**src/rtl/pipelined_adder.sv**
```systemverilog
// Pipelined adder: each stage adds one CHUNK-bit slice and forwards the carry,
// the finished low sum slices and the not-yet-added operand bits to the next stage.

module pipelined_adder_stage #(
    parameter int CHUNK = 4
) (
    input  logic [CHUNK-1:0] a,
    input  logic [CHUNK-1:0] b,
    input  logic             ci,
    output logic [CHUNK-1:0] s,
    output logic             co,
    output logic             ovf
);
    logic [CHUNK:0] full;

    assign full = {1'b0, a} + {1'b0, b} + {{CHUNK{1'b0}}, ci};
    assign s    = full[CHUNK-1:0];
    assign co   = full[CHUNK];
    // Only meaningful in the top slice, where these MSBs are the word MSBs.
    assign ovf  = (a[CHUNK-1] == b[CHUNK-1]) && (s[CHUNK-1] != a[CHUNK-1]);
endmodule

module pipelined_adder #(
    parameter int WIDTH = 16,
    parameter int CHUNK = 4
) (
    input  logic             clk,
    input  logic             rst,
    input  logic             in_valid,
    output logic             in_ready,
    input  logic [WIDTH-1:0] a,
    input  logic [WIDTH-1:0] b,
    input  logic             cin,
    output logic             out_valid,
    input  logic             out_ready,
    output logic [WIDTH-1:0] sum,
    output logic             cout,
    output logic             ovf
);
    localparam int STAGES = WIDTH / CHUNK;

    logic                adv;
    logic [STAGES:1]     vld_pipe;

    // Stage output registers; operands are kept shifted so the next slice sits at bit 0.
    logic [WIDTH-1:0]    a_q [STAGES];
    logic [WIDTH-1:0]    b_q [STAGES];
    logic [WIDTH-1:0]    s_q [STAGES];
    logic [STAGES-1:0]   c_q;
    logic                ovf_q;

    logic [WIDTH-1:0]    a_in [STAGES];
    logic [WIDTH-1:0]    b_in [STAGES];
    logic [WIDTH-1:0]    s_in [STAGES];
    logic [STAGES-1:0]   c_in;
    logic [WIDTH-1:0]    a_nx [STAGES];
    logic [WIDTH-1:0]    b_nx [STAGES];
    logic [WIDTH-1:0]    s_nx [STAGES];
    logic [STAGES-1:0]   c_nx;
    logic                v_nx [STAGES];
    logic [CHUNK-1:0]    s_sl [STAGES];

    // One global stall: every stage moves together or holds together.
    assign adv      = !vld_pipe[STAGES] || out_ready;
    assign in_ready = adv;

    for (genvar k = 0; k < STAGES; k++) begin : g_stg
        if (k == 0) begin : g_first
            assign a_in[k] = a;
            assign b_in[k] = b;
            assign c_in[k] = cin;
            assign s_in[k] = '0;
        end else begin : g_rest
            assign a_in[k] = a_q[k-1];
            assign b_in[k] = b_q[k-1];
            assign c_in[k] = c_q[k-1];
            assign s_in[k] = s_q[k-1];
        end

        pipelined_adder_stage #(
            .CHUNK (CHUNK)
        ) u_stg (
            .a   (a_in[k][CHUNK-1:0]),
            .b   (b_in[k][CHUNK-1:0]),
            .ci  (c_in[k]),
            .s   (s_sl[k]),
            .co  (c_nx[k]),
            .ovf (v_nx[k])
        );

        assign s_nx[k] = s_in[k] | (WIDTH'(s_sl[k]) << (k * CHUNK));
        assign a_nx[k] = a_in[k] >> CHUNK;
        assign b_nx[k] = b_in[k] >> CHUNK;
    end

    always_ff @(posedge clk) begin
        if (rst) begin
            vld_pipe <= '0;
            c_q      <= '0;
            ovf_q    <= 1'b0;
            for (int k = 0; k < STAGES; k++) begin
                a_q[k] <= '0;
                b_q[k] <= '0;
                s_q[k] <= '0;
            end
        end else if (adv) begin
            vld_pipe[1] <= in_valid;
            for (int k = 2; k <= STAGES; k++) begin
                vld_pipe[k] <= vld_pipe[k-1];
            end
            c_q   <= c_nx;
            ovf_q <= v_nx[STAGES-1];
            for (int k = 0; k < STAGES; k++) begin
                a_q[k] <= a_nx[k];
                b_q[k] <= b_nx[k];
                s_q[k] <= s_nx[k];
            end
        end
    end

    assign out_valid = vld_pipe[STAGES];
    assign sum       = s_q[STAGES-1];
    assign cout      = c_q[STAGES-1];
    assign ovf       = ovf_q;
endmodule

```
**config.mk**
```make
export PLATFORM = sky130hd
export DESIGN_NAME = pipelined_adder
export DESIGN_NICKNAME = d
export VERILOG_FILES = /design/src/rtl/pipelined_adder.sv
export SDC_FILE = /design/constraint.sdc
export NUM_CORES = 1
export LEC_CHECK = 0
export ABC_AREA = 1
export ABC_CLOCK_PERIOD_IN_PS = 5100
export BUFFER_PORTS_ARGS = -buffer_cell sky130_fd_sc_hd__buf_4
export CAP_MARGIN = 20
export CORE_ASPECT_RATIO = 1.5
export CORE_MARGIN = 10
export CORE_UTILIZATION = 45
export CTS_CLUSTER_DIAMETER = 150
export DETAILED_ROUTE_END_ITERATION = 10
export MAX_ROUTING_LAYER = met4
export SYNTH_ARGS = -nofsm -noshare
export SYNTH_HDL_FRONTEND = slang
export SYNTH_HIERARCHICAL = 1
export SYNTH_SLANG_ARGS = --single-unit
```
**constraint.sdc**
```tcl
create_clock -name clk -period 5.1 [get_ports clk]
set_input_delay 1.275 -clock clk [delete_from_list [all_inputs] [get_ports clk]]
set_output_delay 1.275 -clock clk [all_outputs]
set_load 0.005 [all_outputs]
```
==> out/summary.txt <==
Final hold vios: 0
Hold Crit Class: reg2reg
Power Density: 322.1 nW/um^2
Clock root buffer master: clkbuf_16
DR iter-0 viols: 102
Finished Layout Cells: 593
Post-Syn Instances: 411
Initial antenna violation count: 0
Share of layout cells above drive strength 1: 0.2437
Syn nets: 468
HPWL after DPL: 4.407 mm
Vias per inst: 4.391
Setup violators final: 0
Total power: 1.752 mW
Cts bufs inserted: 9
Io pins: 57
Synthesis-to-layout area growth: 18.48%
Leakage: 2.488 nW
Fillers: 917
Final worst path period share: 0.6002
RSZ-0062 raised after global routing: no
Gr usage total: 0.1009
M1 WL: 2.736 mm
Die Ht: 143.7 um
Top layer in use: met4
Post-Route WL: 6.377 mm
Clock Sinks: 97
Worst-case clock buffer depth: 2
Setup CP Type: in2out
Via count: 2604
Met3 routed WL: 339 um
First-pass GRT wire length: 11.44 mm
Seq pwr share: 0.530
Resize count post-CTS: 0
P_sw: 382.5 uW
Slew HR: 0.6158
Min Tclk post-route: 3.061 ns
Router iterations before antenna repair: 4
CP arrival: 1.79 ns
Worst-Margin Slew: 0.5755 ns
Layout Nets: 528
Buf/Inv on CP: 3
Comb power frac: 0.093
Antenna viol nets, final: 0
Initial Util: 0.4579
Critical Path Source Type: primary input
Critical Path End Type: output pin
Register area: 2823 um^2
Post-CTS Setup Bufs: 0
Fmax: 0.3267 GHz
Setup TNS: 0 ns
Sw Share: 0.2184
Max Cap Violations: 0
Largest net degree at the start of global routing: 90
Status: finished clean
WP data required: 3.83 ns
DIE WIDTH: 102.5 um
H-tree levels: 3
Crit path cell chain: buf_4 > inv_4 > nand2_8 > buf_4
Clk_lat worst skew: 0.34 ns
CP top delay family: buffers and inverters
Most used cell along the critical path: buf_4
Core footprint: 10020 um^2
CTS Hold Buffers Added: 0
N_diodes: 0
Layout Skew: 0.004568 ns
Vias in the first global route: 2638
Wire length per cell: 10.75 um
Met2 routed WL: 3.140 mm
Hold slack: 0.4723 ns
Max incr delay on CP: 0.17 ns
Reg2Reg Setup Slack: 3.01 ns
CTS tree: done
Clock Power Share: 0.377
Syn Std Cell Area: 4589 um^2
Internal Power: 1.369 mW
Slew Viols, Final: 0
CTS clk-pin slew, worst paths: 0.06 ns
Multi-input gate area: 1236 um^2
GRT overflow: 0
Die area: 14720 um^2
Remaining DRCs: 0
CP max FO: 10
Placed cell count: 576
Mean Syn Cell Area: 11.17 um^2
Yosys warns: 6
Slowest CP cell: buf_4
Gpl congestion: 0.7647
# port buffers: 56
Maximum VDD drop: 0.1691 mV
Rows: 45
[registers in the layout, summed over array words and instances (netlist names)]
signal	cells
s_q	40
a_q	24
b_q	24
c_q	4
vld_pipe	4
ovf	1
[tightest hold or removal path: cells and delay by family (launching register included)]
family	cells	cell delay, ns
flip-flops	1	0.31
AND/OR/NAND/NOR	2	0.12
[cells in the final DEF (no fill, tap or decap), types with 5 or more instances in the layout]
cell type,n
edfxtp_1,88
nor2_4,20
nand3_1,10
ha_1,12
fa_1,8
buf_4,58
nand2_1,28
clkbuf_16,9
nand2_2,5
nor2_2,5
nor2_1,68
dfxtp_1,9
inv_1,114
nand4_1,8
[metrics by stage]
stage / cell area [um^2] / utilization / setup slack (ns)
floorplan: 4589 / - / 0.6124
global placement: 5086 / 0.5075 / 1.974
detailed placement: 5114 / 0.5102 / 2.038
CTS: 5410 / 0.5398 / 2.036
global route: 5438 / 0.5426 / 2.003
finish: 5438 / 0.5426 / 2.039
[power groups by stage]
stage	sequential, mW	combinational (mW)	clock (mW)
final	0.928	0.162	0.661
after global routing	0.933	0.190	0.716
after CTS	0.929	0.166	0.682
after detailed placement	0.947	0.165	0
after global placement	0.945	0.158	0
after floorplan	0.944	0.116	0
[worst paths after layout]
| path | start | to | cells past startpoint |
|---|---|---|---|
| setup / recovery | out_ready | in_ready | 4 |
| hold / removal | vld_pipe[1] | vld_pipe[2] | 2 |
| setup reg to reg | vld_pipe[4] | a_q[0][7] | 5 |
| hold reg to reg | vld_pipe[1] | vld_pipe[2] | 2 |
[area by class of cell]
class	count	area share
flip-flops and latches	97	0.5191
multi-input cells	185	0.2273
repair buffers	60	0.09020
inverters	118	0.08191
clock buffers	10	0.04211
well taps	117	0.02692
clock inverters	6	0.01243
[layer usage]
layer	vias up	track usage
met2	50	0.1607
met5	-	-
met4	0	0.05216
li1	1378	-
met3	13	0.03172
met1	1163	0.1104
No activity file was read; power rests on OpenSTA's default activity.
